[config.mk]
export PLATFORM = sky130hd
export DESIGN_NAME = mem_access_ctrl_flat
export DESIGN_NICKNAME = d
export VERILOG_FILES = /design/src/rtl/mem_access_ctrl_if.sv /design/src/rtl/mem_access_ctrl.sv /design/src/flat_wrapper.sv
export SDC_FILE = /design/constraint.sdc
export NUM_CORES = 1
export LEC_CHECK = 0
export CAP_MARGIN = 0
export CORE_MARGIN = 5
export CORE_UTILIZATION = 37
export DETAILED_ROUTE_END_ITERATION = 8
export GPL_ROUTABILITY_DRIVEN = 0
export HOLD_SLACK_MARGIN = 0.12
export PLACE_DENSITY = 0.76
export SLEW_MARGIN = 0
export SYNTH_ARGS = -nofsm -noshare
export SYNTH_HDL_FRONTEND = slang
export SYNTH_SLANG_ARGS = --single-unit
export TNS_END_PERCENT = 100
[constraint.sdc]
create_clock -name clock -period 2 [get_ports clock]
set_input_delay 0.3 -clock clock [delete_from_list [all_inputs] [get_ports clock]]
set_output_delay 0.3 -clock clock [all_outputs]
set_load 0.01 [all_outputs]
[src/rtl/mem_access_ctrl_if.sv]
// CPU-side request/response bundle of the memory access controller.
// The control unit drives the request fields (master); the controller answers (slave).
interface mem_access_ctrl_if #(
  parameter int ADDR_W = 9,
  parameter int DATA_W = 32
);
  logic              req;
  logic              wr;
  logic [ADDR_W-1:0] addr_in;
  logic [DATA_W-1:0] wdata_in;
  logic              ready;
  logic              done;
  logic [DATA_W-1:0] rdata_out;

  modport master (
    output req, wr, addr_in, wdata_in,
    input  ready, done, rdata_out
  );

  modport slave (
    input  req, wr, addr_in, wdata_in,
    output ready, done, rdata_out
  );
endinterface

[src/rtl/mem_access_ctrl.sv]
// Load/store sequencer for the synchronous RAM: one request at a time, hides the
// registered-address read latency and optional wait states, reports completion with done.
module mem_access_ctrl #(
  parameter int ADDR_W      = 9,
  parameter int DATA_W      = 32,
  parameter int WAIT_STATES = 0
) (
  input  logic              clock,
  input  logic              clear_n,
  mem_access_ctrl_if.slave  cpu,
  output logic              ram_read,
  output logic              ram_write,
  output logic [ADDR_W-1:0] ram_address,
  output logic [DATA_W-1:0] ram_data_in,
  input  logic [DATA_W-1:0] ram_data_out
);

  typedef enum logic [2:0] {
    IDLE,
    RD_ISSUE,
    RD_WAIT,
    WR_ISSUE,
    DONE
  } state_e;

  localparam logic [3:0] WAIT_INIT = 4'(WAIT_STATES);

  state_e            state_q, state_d;
  logic [3:0]        cnt_q, cnt_d;
  logic [ADDR_W-1:0] addr_q, addr_d;
  logic [DATA_W-1:0] wdata_q, wdata_d;
  logic [DATA_W-1:0] rdata_q, rdata_d;
  logic              ready_q, ready_d;
  logic              done_q, done_d;
  logic              read_q, read_d;
  logic              write_q, write_d;

  always_comb begin
    state_d = state_q;
    cnt_d   = cnt_q;
    addr_d  = addr_q;
    wdata_d = wdata_q;
    rdata_d = rdata_q;

    unique case (state_q)
      IDLE: begin
        if (cpu.req) begin
          addr_d  = cpu.addr_in;
          wdata_d = cpu.wdata_in;
          cnt_d   = WAIT_INIT;
          state_d = cpu.wr ? WR_ISSUE : RD_ISSUE;
        end
      end
      RD_ISSUE: state_d = RD_WAIT;
      RD_WAIT: begin
        if (cnt_q != 4'd0) begin
          cnt_d = cnt_q - 4'd1;
        end else begin
          rdata_d = ram_data_out;
          state_d = DONE;
        end
      end
      WR_ISSUE: begin
        if (cnt_q != 4'd0) begin
          cnt_d = cnt_q - 4'd1;
        end else begin
          state_d = DONE;
        end
      end
      DONE:    state_d = IDLE;
      default: state_d = IDLE;
    endcase

    // Outputs are decoded from the next state so they emerge from flops aligned with it.
    ready_d = (state_d == IDLE);
    done_d  = (state_d == DONE);
    read_d  = (state_d == RD_ISSUE) || (state_d == RD_WAIT);
    write_d = (state_d == WR_ISSUE) && (cnt_d == 4'd0);
  end

  always_ff @(posedge clock or negedge clear_n) begin
    if (!clear_n) begin
      state_q <= IDLE;
      cnt_q   <= 4'd0;
      addr_q  <= '0;
      wdata_q <= '0;
      rdata_q <= '0;
      ready_q <= 1'b1;
      done_q  <= 1'b0;
      read_q  <= 1'b0;
      write_q <= 1'b0;
    end else begin
      state_q <= state_d;
      cnt_q   <= cnt_d;
      addr_q  <= addr_d;
      wdata_q <= wdata_d;
      rdata_q <= rdata_d;
      ready_q <= ready_d;
      done_q  <= done_d;
      read_q  <= read_d;
      write_q <= write_d;
    end
  end

  assign cpu.ready     = ready_q;
  assign cpu.done      = done_q;
  assign cpu.rdata_out = rdata_q;
  assign ram_read      = read_q;
  assign ram_write     = write_q;
  assign ram_address   = addr_q;
  assign ram_data_in   = wdata_q;

endmodule

[src/flat_wrapper.sv]
// flat-port wrapper written by rule: the top's interface ports become plain ports
module mem_access_ctrl_flat 
#(
  parameter int ADDR_W      = 9,
  parameter int DATA_W      = 32,
  parameter int WAIT_STATES = 0
)
  (clock, clear_n, ram_read, ram_write, ram_address, ram_data_in, ram_data_out, cpu_req, cpu_wr, cpu_addr_in, cpu_wdata_in, cpu_ready, cpu_done, cpu_rdata_out);
  mem_access_ctrl_if #(.ADDR_W(ADDR_W), .DATA_W(DATA_W)) cpu_i ();
  input  logic clock;
  input  logic clear_n;
  output logic ram_read;
  output logic ram_write;
  output logic [ADDR_W-1:0] ram_address;
  output logic [DATA_W-1:0] ram_data_in;
  input  logic [DATA_W-1:0] ram_data_out;
  input wire logic [$bits(cpu_i.req)-1:0] cpu_req;
  input wire logic [$bits(cpu_i.wr)-1:0] cpu_wr;
  input wire logic [$bits(cpu_i.addr_in)-1:0] cpu_addr_in;
  input wire logic [$bits(cpu_i.wdata_in)-1:0] cpu_wdata_in;
  output wire logic [$bits(cpu_i.ready)-1:0] cpu_ready;
  output wire logic [$bits(cpu_i.done)-1:0] cpu_done;
  output wire logic [$bits(cpu_i.rdata_out)-1:0] cpu_rdata_out;
  assign cpu_i.req = cpu_req;
  assign cpu_i.wr = cpu_wr;
  assign cpu_i.addr_in = cpu_addr_in;
  assign cpu_i.wdata_in = cpu_wdata_in;
  assign cpu_ready = cpu_i.ready;
  assign cpu_done = cpu_i.done;
  assign cpu_rdata_out = cpu_i.rdata_out;
  mem_access_ctrl #(.ADDR_W(ADDR_W), .DATA_W(DATA_W), .WAIT_STATES(WAIT_STATES)) u_core (.clock(clock), .clear_n(clear_n), .cpu(cpu_i), .ram_read(ram_read), .ram_write(ram_write), .ram_address(ram_address), .ram_data_in(ram_data_in), .ram_data_out(ram_data_out));
endmodule
* Word level (Yosys, flattened, before mapping)
Cells that the tools add are included.
** Word-level totals
- Register bits :: 84
- Bits of input ports :: 77
- Output and inout bits :: 77
- Logic and storage cells :: 34
** Operators by class
- Add/subtract/negate cells :: 1
- Equality and inequality tests :: 7
- Multiplexer cells :: 7
- Bitwise logic cells :: 1
- Reduce and logical (&&, ||, !) cells :: 9
** Operators with widths (count)
- 3-bit by 2-bit equality test with 1-bit output (second input constant) :: 4
- 3-bit case mux with 3 select lines :: 1
- 4-bit two-way mux :: 2
- 4-bit case mux with 2 select lines :: 1
- 3-bit by 1-bit equality test with 1-bit output (second input constant) :: 2
- 3-bit zero test :: 2
- 3-bit two-way mux :: 2
- 4-bit zero test :: 1
- 2-bit AND reduction :: 2
- 4-bit nonzero test :: 1
- 4-bit by 1-bit subtractor with 4-bit output (second input constant) :: 1
- 3-bit equality test (second input constant) :: 1
- 2-bit two-way mux :: 1
- 2-bit OR reduction :: 1
- 1-bit logical AND :: 1
- 1-bit logical OR :: 1
- 1-bit inverter :: 1

* Logic depth before layout (Yosys ltp)
Gate-level depths: netlist (run 1).
- Word-level depth :: 5
- Mapped depth :: 6
- Mapped depth without buffers :: 6

* Least setup slack after synthesis (run 1)
No wires, ideal clock.
- Path type :: register to register
- Start point :: register u_core.cnt_q[0]
- End point :: register u_core.rdata_q[16], in the netlist u_core.cpu.rdata_out[16]
- Setup time :: 125 ps
- Data arrival time :: 1824 ps
- Data required time :: 1875 ps
- Setup slack :: 51 ps
- Stages on the path, launching flop included :: 7
- Path buffers :: 1
- Period minus slack after synthesis :: 1949 ps
- Cell sequence :: dfrtp_1 > inv_1 > ha_1 > or3b_4 > nor3_4 > buf_6 > mux2_2
** Between the ends
- Word-level cells in the longest chain between the ends :: 3
** Ends and longest elaborated chain
- start: declaration :: line mem_access_ctrl.sv:29 : logic [3:0] cnt_q, cnt_d;
- start signal: assignment :: line mem_access_ctrl.sv:94 : cnt_q <= cnt_d;
- 4-bit nonzero test :: line mem_access_ctrl.sv:56 : if (cnt_q != 4'd0) begin
- 1-bit inverter (no source line)
- 2-bit AND reduction (no source line)
- end signal: assignment :: line mem_access_ctrl.sv:97 : rdata_q <= rdata_d;
- end: declaration :: line mem_access_ctrl.sv:32 : logic [DATA_W-1:0] rdata_q, rdata_d;
Every way passes these cells.
A chain may end at the register's enable or synchronous reset.

* Worst setup path after layout (run 1)
- Start point :: register u_core.cnt_q[1]
- End point :: register u_core.rdata_q[11], in the netlist u_core.cpu.rdata_out[11]
The elaborated chain is that of the path after synthesis.

==> flow_summary.json, run 1 <==
{
  "place_area_mm2": 0.00495,
  "max_freq_mhz": 497,
  "layout_common_cells": "clkdlybuf4s50_1, dfrtp_1, mux2_2, mux2_4, clkbuf_8",
  "design.die.area_mm2": 0.0108,
  "finalNetCount": 454,
  "period_share_pct": 101,
  "design_area_mm2": 0.00538,
  "max_slew.worst_pin.slew_ns": 0.432,
  "area_delta_synth_final_pct": 64.4,
  "whs_ns": 0.407,
  "violations": "negative setup slack",
  "finalCriticalPeriod_ns": 2.01,
  "met3_usage_pct": 6.95,
  "ir_worst_vdd_v": 0.000712,
  "dp_hpwl_mm": 5.72,
  "critical_path.max_fanout": 8,
  "syn_avg_cell_area_um2": 15.6,
  "dr.pass1.iters": 4,
  "rsz0062_at_grt": "true",
  "grt.total_usage_pct": 14.5,
  "vias": 2351,
  "syn-cell-area_mm2": 0.00327,
  "arrival_ns": 2.24,
  "ctsLongestPathBuffers": 2,
  "cp-start-kind": "register",
  "grt_busiest_layer": "met2",
  "power.share.combinational_pct": 48.8,
  "grt_max_degree": 44,
  "ys_seq_area_share_pct": 64.3,
  "fp.dieW_um": 104,
  "layout_setup_ws_ns": -0.0130,
  "diodes": 0,
  "internal_power_mw": 6.08,
  "grt_pass1_vias": 2535,
  "grt_pass1_wl_mm": 12.8,
  "powerDensity_mw_per_mm2": 1600,
  "clk-insertion-delay-late_ns": 0.34,
  "die-height_um": 104,
  "crit_required_ns": 2.23,
  "antenna_found_initial": 0,
  "clock_power_share_pct": 16.4,
  "cp-end-kind": "register",
  "root_buffer": "clkbuf_8",
  "met1_usage_pct": 17.2,
  "ant_nets": 0,
  "setup_violations": 10,
  "rows": 34,
  "wirelength_mm": 8.11,
  "path_clk_slew_ns": 0.08,
  "initial_core_util_pct": 37.7,
  "ys_seq_elements": 84,
  "postSynthNetCount": 288,
  "numCtsBuffers": 9,
  "layout_commonest_cell": "clkdlybuf4s50_1",
  "net-switching-power_mw": 2.50,
  "postSynthCellCount": 210,
  "drv_cap": 0,
  "cts_tree": "yes",
  "clock_sinks": 84,
  "status": "complete, but fails checks",
  "numPortBuffers": 153,
  "slew_viol_final": 0,
  "grt_overflow": 0,
  "leakage_nw": 2.26,
  "fin_skew_ns": 0.00769,
  "coreArea_mm2": 0.00868,
  "drive_gt1_share_pct": 27.8,
  "wl_per_cell_um": 16.6,
  "slew_headroom_pct": 71.1,
  "hold_viol": 0,
  "drt_iter0_drc": 47,
  "worstSetupPathType": "reg2reg",
  "min_path_type": "in2async",
  "p_seq_share_pct": 34.8,
  "use_met2_pct": 23.0,
  "ff2ff_setup_slack_ns": -0.01,
  "drc": 0,
  "cts_htree_levels": 3,
  "yosysUniqueCellTypes": 32,
  "yosysWarningCount": 0,
  "post_drt_via_cell_ratio": 4.81,
  "pin_count": 154,
  "p_sw_share_pct": 29.2
}
-- cell type report --
type | count | area (um2)
multi-input combinational | 115 | 1190
fill | 676 | 3300
clock buffer | 11 | 131
sequential | 84 | 2100
timing repair buffer | 164 | 1710
inverter | 2 | 7.51
tap | 108 | 135
clock inverter | 5 | 100
-- through the flow --
step	utilization, %	cells	total power [mW]	setup TNS [ns]	worst slack [ns]
finish	62.0	489	8.59	-0.0630	-0.0130
floorplan	-	210	4.73	0	0.0512
detailed placement	57.1	467	6.86	-1.81	-0.0681
global placement	57.1	467	6.74	0	0.0224
global route	62.0	489	9.06	-1.19	-0.0711
CTS	60.5	488	8.41	-0.0300	-0.00460
-- worst paths after layout --
check / from / to / depth (start not counted)
worst min-delay path: clear_n / u_core.ram_data_in[10]$_DFFE_PN0P_ / 2
worst min register to register: u_core.cpu.rdata_out[21]$_DFFE_PN0P_ / u_core.cpu.rdata_out[21]$_DFFE_PN0P_ / 1
min in group clock: u_core.cpu.rdata_out[21]$_DFFE_PN0P_ / u_core.cpu.rdata_out[21]$_DFFE_PN0P_ / 1
worst max-delay path: u_core.cnt_q[1]$_DFF_PN0_ / u_core.cpu.rdata_out[11]$_DFFE_PN0P_ / 7
worst max register to register: u_core.cnt_q[1]$_DFF_PN0_ / u_core.cpu.rdata_out[11]$_DFFE_PN0P_ / 7
max in group asynchronous: clear_n / u_core.cpu.ready$_DFF_PN1_ / 3
-- worst max-delay path: stages (launching register included) --
cell and delay, ns:
dfrtp_1 0.42, inv_2 0.08, ha_4 0.14, or3b_4 0.41
nor3_4 0.22, buf_12 0.16, clkbuf_16 0.16, mux2_2 0.33
-- flip-flops by register name, summed over array words and instances, names as in the netlist --
name and count:
u_core.cpu.ready 1, u_core.cpu.done 1, u_core.ram_data_in 32, u_core.state_q 3, u_core.cnt_q 4, u_core.ram_read 1, u_core.cpu.rdata_out 32, u_core.ram_address 9
u_core.ram_write 1
-- what timing repair did --
item | CTS | global route
setup endpoints to repair | 32 | 33
hold buffers | 1 | 0
buffers inserted | 3 | 1
cloned | 1 | 2
pin swaps | 1 | 1
endpoints found under the hold margin | 24 | 0
gates resized for setup | 2 | 28
-- cell families after synthesis --
group | count (synthesis) | synth area share [%]
mux | 73 | 25.1
buf+inv | 11 | 2.18
fa+ha+maj | 1 | 0.382
simple gates | 30 | 5.47
compound gates | 11 | 2.52
flops | 84 | 64.3
-- power groups by stage --
stage               Sequential [mW]  Clock [mW]  Combinational [mW]
global route                   3.09        1.53                4.45
finish                         2.99        1.41                4.19
detailed placement             3.02           0                3.85
CTS                            2.99        1.45                3.97
global placement               2.97           0                3.77
floorplan                      3.34           0                1.39
-- synthesized netlist by cell type --
cell type  count  share of area [%]
a211o_1        1               0.27
a21o_1         1               0.23
a21oi_1        2               0.31
a221o_1        1               0.31
a221oi_1       1               0.27
and2_1         1               0.19
and3_1         1               0.19
buf_2          5               0.76
buf_6          3                1.0
clkbuf_2       1               0.15
dfrtp_1       83                 64
dfstp_2        1               0.80
ha_1           1               0.38
inv_1          2               0.23
mux2_1         1               0.34
mux2_2        72                 25
nand2_1        6               0.69
nand2b_1       1               0.19
nand3_1        3               0.46
nor2_1         5               0.57
nor2b_1        3               0.57
nor3_1         2               0.31
nor3_4         1               0.50
nor3b_2        1               0.38
nor4_1         2               0.38
nor4bb_1       1               0.31
o21ai_0        1               0.15
o21bai_1       2               0.46
o311ai_0       2               0.54
or2_2          1               0.19
or3_1          1               0.19
or3b_4         1               0.34
-- layer usage --
layer / routed length, um / share of wire (%)
met4: 80 / 0.99
met2: 3910 / 48
met1: 3330 / 41
met5: 0 / 0
met3: 782 / 9.6
Note: power is estimated with default switching activity, not from simulation.
==> run 2, diff against run 1 <==
--- a/config.mk
+++ b/config.mk
@@ -8,9 +8,11 @@
 export CAP_MARGIN = 0
 export CORE_MARGIN = 5
 export CORE_UTILIZATION = 37
+export CTS_CLUSTER_DIAMETER = 40
 export DETAILED_ROUTE_END_ITERATION = 8
 export GPL_ROUTABILITY_DRIVEN = 0
 export HOLD_SLACK_MARGIN = 0.12
+export MAX_ROUTING_LAYER = met4
 export PLACE_DENSITY = 0.76
 export SLEW_MARGIN = 0
 export SYNTH_ARGS = -nofsm -noshare
==> run 2 against run 1 <==
Compared with the run above:
- the flow still finishes with violations (negative setup slack)
- largest power group unchanged
- critical path type unchanged
- largest cell class unchanged
- worst hold slack improved by 0.0047 ns
- first-iteration DRC count increased by 19%
- highest routed layer unchanged
- non-clock buffer count unchanged
==> flow_summary.json, run 2 (synthesis results as in run 1) <==
{
  "p_seq_share_pct": 34.8,
  "ff2ff_setup_slack_ns": -0.01,
  "arrival_ns": 2.23,
  "critical_path.max_fanout": 8,
  "net-switching-power_mw": 2.49,
  "ctsLongestPathBuffers": 2,
  "hold_viol": 0,
  "whs_ns": 0.411,
  "clk-insertion-delay-late_ns": 0.34,
  "setup_violations": 11,
  "dp_hpwl_mm": 5.72,
  "coreArea_mm2": 0.00868,
  "fp.dieW_um": 104,
  "wl_per_cell_um": 16.5,
  "layout_commonest_cell": "clkdlybuf4s50_1",
  "cts_htree_levels": 3,
  "utilization_pct": 61.9,
  "finalNetCount": 454,
  "path_delay_family": "simple AND/OR/NAND/NOR gates",
  "min_path_type": "in2async",
  "dr.pass1.iters": 4,
  "rr_worst_depth": 7,
  "path_clk_slew_ns": 0.08,
  "layout_common_cells": "clkdlybuf4s50_1, dfrtp_1, mux2_2, mux2_4, clkbuf_8",
  "power.share.combinational_pct": 48.7,
  "slew_headroom_pct": 71.1,
  "diodes": 0,
  "clock_sinks": 84,
  "grt.total_usage_pct": 14.9,
  "grt_max_degree": 44,
  "rows": 34,
  "drc": 0,
  "p_sw_share_pct": 29.1,
  "root_buffer": "clkbuf_8",
  "ir_worst_vdd_v": 0.000711,
  "drv_cap": 0,
  "crit_required_ns": 2.22,
  "antenna_found_initial": 0,
  "finalCriticalPeriod_ns": 2.01,
  "leakage_nw": 2.26,
  "finalPower_mw": 8.57,
  "path_cells": "inv_2 > ha_4 > or3b_4 > nor3_4 > buf_12 > clkbuf_16 > mux2_2",
  "drt_iter0_drc": 56,
  "max_slew.worst_pin.slew_ns": 0.432,
  "vias": 2343,
  "crit_buf_inv": 3,
  "wirelength_mm": 8.05,
  "numPortBuffers": 153,
  "period_share_pct": 101,
  "internal_power_mw": 6.08,
  "powerDensity_mw_per_mm2": 1590,
  "area_delta_synth_final_pct": 64.3,
  "drive_gt1_share_pct": 27.8,
  "violations": "negative setup slack",
  "cts_tree": "yes",
  "place_area_mm2": 0.00495,
  "clock_power_share_pct": 16.4,
  "crit_slowest_cell": "dfrtp_1",
  "grt_pass1_wl_mm": 12.8,
  "finalSetupTns_ns": -0.0527,
  "ant_nets": 0,
  "worstSetupPathType": "reg2reg",
  "initial_core_util_pct": 37.7,
  "layout_setup_ws_ns": -0.0107,
  "design.die.area_mm2": 0.0108,
  "cp-start-kind": "register",
  "max_freq_mhz": 497,
  "post_drt_via_cell_ratio": 4.79,
  "fin_skew_ns": 0.00792,
  "r2r-start": "u_core.cnt_q[1]$_DFF_PN0_",
  "slew_viol_final": 0,
  "pin_count": 154,
  "design_area_mm2": 0.00537,
  "grt_overflow": 0,
  "grt_pass1_vias": 2538,
  "cp-end-kind": "register",
  "die-height_um": 104,
  "r2r_end": "u_core.cpu.rdata_out[11]$_DFFE_PN0P_",
  "rsz0062_at_grt": "true",
  "max_stage_delay_ns": 0.42,
  "status": "complete, but fails checks",
  "numCtsBuffers": 9
}
[run 2: cell count changes in the layout (fill, tap and decap cells not counted)]
cell and delta:
mux2_4 -1, mux2_2 +1
[run 2: worst max-delay path by stage]
stage                                          from                              endpoint  slack [ns]  depth (start not counted)
after global routing      u_core.cnt_q[1]$_DFF_PN0_  u_core.cpu.rdata_out[10]$_DFFE_PN0P_       -0.06                          7
after floorplan           u_core.cnt_q[0]$_DFF_PN0_  u_core.cpu.rdata_out[16]$_DFFE_PN0P_        0.05                          6
after global placement    u_core.cnt_q[0]$_DFF_PN0_   u_core.cpu.rdata_out[0]$_DFFE_PN0P_        0.02                          6
after detailed placement  u_core.cnt_q[0]$_DFF_PN0_   u_core.cpu.rdata_out[6]$_DFFE_PN0P_       -0.07                          6
final                     u_core.cnt_q[1]$_DFF_PN0_  u_core.cpu.rdata_out[11]$_DFFE_PN0P_       -0.01                          7
after CTS                 u_core.cnt_q[1]$_DFF_PN0_  u_core.cpu.rdata_out[26]$_DFFE_PN0P_      -0.005                          7
[run 2: what timing repair did]
item	in CTS	in global routing
hold buffers	1	0
pin swaps	1	1
buffers inserted	3	1
hold endpoints to repair	24	0
gates cloned	1	2
resized for setup	2	27
setup endpoints to repair	32	33
[run 2: area by class of cell]
cell class                      instances  area (um2)
Fill cell                             679        3310
Sequential cell                        84        2100
Timing Repair Buffer                  164        1710
Multi-Input combinational cell        115        1180
Tap cell                              108         135
Clock buffer                           11         131
Clock inverter                          5         100
Inverter                                2        7.51
[run 2: power groups by stage]
| stage | clock (mW) | sequential (mW) | combinational, mW |
|---|---|---|---|
| 2_1_floorplan | 0 | 3.34 | 1.39 |
| 3_3_place_gp | 0 | 2.97 | 3.77 |
| 3_5_place_dp | 0 | 3.02 | 3.85 |
| 4_1_cts | 1.45 | 2.99 | 3.97 |
| 5_1_grt | 1.52 | 3.08 | 4.44 |
| 6_report | 1.41 | 2.98 | 4.18 |
[run 2: per-layer routing]
metal	routed length, um	vias up	global-route usage (%)
met5	0	-	-
met4	76	0	5.00
met3	547	8	5.03
met2	3910	99	23.1
met1	3520	1157	18.2
li1	-	1079	-
[run 2: worst register-to-register path, stage by stage, from the launching register on]
cell	delay, ns
dfrtp_1	0.42
inv_2	0.08
ha_4	0.14
or3b_4	0.41
nor3_4	0.22
buf_12	0.16
clkbuf_16	0.16
mux2_2	0.33
[run 2: through the flow]
stage	setup WS, ns	cells
finish	-0.0107	489
global route	-0.0641	489
CTS	-0.00460	488
detailed placement	-0.0681	467
global placement	0.0224	467
floorplan	0.0512	210
==> run 3, diff against run 2 <==
--- a/config.mk
+++ b/config.mk
@@ -7,13 +7,14 @@
 export LEC_CHECK = 0
 export CAP_MARGIN = 0
 export CORE_MARGIN = 5
-export CORE_UTILIZATION = 37
+export CORE_UTILIZATION = 49
 export CTS_CLUSTER_DIAMETER = 40
 export DETAILED_ROUTE_END_ITERATION = 8
+export DONT_BUFFER_PORTS = 1
 export GPL_ROUTABILITY_DRIVEN = 0
 export HOLD_SLACK_MARGIN = 0.12
 export MAX_ROUTING_LAYER = met4
-export PLACE_DENSITY = 0.76
+export PLACE_DENSITY = 0.66
 export SLEW_MARGIN = 0
 export SYNTH_ARGS = -nofsm -noshare
 export SYNTH_HDL_FRONTEND = slang
==> run 3 against run 2 <==
Compared with the run above:
- global-route usage up 3.2 points
- combinational power shrank 58%
- design area decreased by 18%
- worst setup slack improved by 0.025 ns
- power shrank 23%
- sequential share of layout area increased by 8.6 points
- critical endpoint is now u_core.cpu.rdata_out[20]$_DFFE_PN0P_
- critical path depth stayed put
- critical path type unchanged
- final cell count shrank 23%
- wire length down 6.5%
- the run ends with negative hold slack left
- fmax rose by 1.3%
- core utilization grew 6.7 points
==> flow_summary.json, run 3 (synthesis results as in run 1) <==
{
  "fillers": 419,
  "initial_core_util_pct": 50.9,
  "drv_cap": 0,
  "drt_iter0_drc": 81,
  "rows": 29,
  "numCtsBuffers": 9,
  "ff2ff_setup_slack_ns": 0.01,
  "dp_hpwl_mm": 4.80,
  "fin_cells": 378,
  "finalCriticalPeriod_ns": 1.99,
  "drc": 0,
  "powerDensity_mw_per_mm2": 1510,
  "critical_path.max_fanout": 8,
  "layout_commonest_cell": "dfrtp_1",
  "clock_sinks": 84,
  "ant_nets": 0,
  "ir_worst_vdd_v": 0.000799,
  "max_freq_mhz": 504,
  "hold_viol": 84,
  "setup_violations": 0,
  "ctsLongestPathBuffers": 2,
  "grt_overflow": 0,
  "layout_setup_ws_ns": 0.0147,
  "antenna_found_initial": 0,
  "diodes": 0,
  "cp-end-kind": "register",
  "die-height_um": 91.7,
  "status": "complete, but fails checks",
  "cts_tree": "yes",
  "cts_htree_levels": 3,
  "grt.total_usage_pct": 18.1,
  "slew_viol_final": 0,
  "clk-insertion-delay-late_ns": 0.34,
  "r2r_end": "u_core.cpu.rdata_out[20]$_DFFE_PN0P_",
  "slew_headroom_pct": 72.3,
  "grt_pass1_vias": 2258,
  "coreArea_mm2": 0.00642,
  "dr.pass1.iters": 4,
  "ff_latch_area_mm2": 0.00210,
  "violations": "negative hold slack",
  "leakage_nw": 1.87,
  "worstSetupPathType": "reg2reg",
  "area_delta_synth_final_pct": 34.7,
  "layout_common_cells": "dfrtp_1, dlygate4sd3_1, mux2_2, clkbuf_8, nand2_1",
  "grt_max_degree": 85,
  "pin_count": 154,
  "wl_per_cell_um": 19.9,
  "multi_input_area_mm2": 0.00112,
  "path_clk_slew_ns": 0.08,
  "finalNetCount": 374,
  "period_share_pct": 99.3,
  "crit_required_ns": 2.23,
  "grt_pass1_wl_mm": 11.7,
  "numPortBuffers": 0,
  "root_buffer": "clkbuf_8",
  "rr_worst_depth": 7,
  "r2r-start": "u_core.cnt_q[1]$_DFF_PN0_",
  "finalPower_mw": 6.63,
  "wirelength_mm": 7.52,
  "place_inst": 281,
  "post_drt_via_cell_ratio": 5.40,
  "place_ws_ns": -0.0118,
  "fp.dieW_um": 91.7,
  "min_path_type": "in2async",
  "cp-start-kind": "register",
  "design.die.area_mm2": 0.00841,
  "fin_skew_ns": 0.00975,
  "drive_gt1_share_pct": 34.6,
  "max_slew.worst_pin.slew_ns": 0.410,
  "vias": 2043,
  "arrival_ns": 2.21,
  "whs_ns": -0.351
}
[run 3: final cells by class]
cell class                 count  share of cell area [%]
inverter                       2                   0.170
clock inverter                 4                    1.65
timing repair buffer          84                    19.6
tap                           77                    2.19
clock buffer                  12                    3.29
multi-input combinational    115                    25.3
sequential                    84                    47.7
[run 3: where the power goes]
group	switching, mW	internal [mW]	leakage, nW
Sequential	1.06	2.54	1.00
Clock	0.548	0.737	0.107
Combinational	0.595	1.15	0.764
[run 3: worst max-delay path: stages, from the launching register on]
cell and delay (ns):
dfrtp_1 0.43, inv_2 0.08, ha_4 0.14, or3b_4 0.40, nor3_4 0.18, buf_4 0.16, clkbuf_16 0.15, mux2_2 0.33
[run 3: worst max-delay path by stage]
stage	depth (start not counted)	startpoint	to	slack, ns
after floorplan	6	u_core.cnt_q[0]$_DFF_PN0_	u_core.cpu.rdata_out[16]$_DFFE_PN0P_	0.05
after global placement	6	u_core.cnt_q[1]$_DFF_PN0_	u_core.cpu.rdata_out[14]$_DFFE_PN0P_	0.06
after detailed placement	6	u_core.cnt_q[1]$_DFF_PN0_	u_core.cpu.rdata_out[20]$_DFFE_PN0P_	-0.01
after CTS	6	u_core.cnt_q[1]$_DFF_PN0_	u_core.cpu.rdata_out[6]$_DFFE_PN0P_	0.05
after global routing	7	u_core.cnt_q[1]$_DFF_PN0_	u_core.cpu.rdata_out[6]$_DFFE_PN0P_	-0.04
final	7	u_core.cnt_q[1]$_DFF_PN0_	u_core.cpu.rdata_out[20]$_DFFE_PN0P_	0.01
[run 3: per-stage QoR]
step	utilization, %	TNS [ns]	instance area [um2]
floorplan	-	0	3270
global placement	52.3	0	3360
detailed placement	52.3	-0.112	3360
CTS	67.3	0	4320
global route	68.6	-0.624	4410
finish	68.6	0	4410
[run 3: routing by layer]
layer  global-route usage (%)  part of all wire (%)  vias to the layer above
met1                     21.0                    38                      988
li1                         -                     -                      920
met5                        -                     0                        -
met3                     6.30                    10                        9
met4                     6.68                  0.98                        0
met2                     29.2                    50                      126
[run 3: timing repair]
item,in CTS,in global routing
buffers inserted,0,4
hold buffers,74,1
endpoints found under the setup margin,16,27
hold endpoints to repair,157,85
gates resized for setup,1,3
pin swaps,1,1
gates cloned,0,2
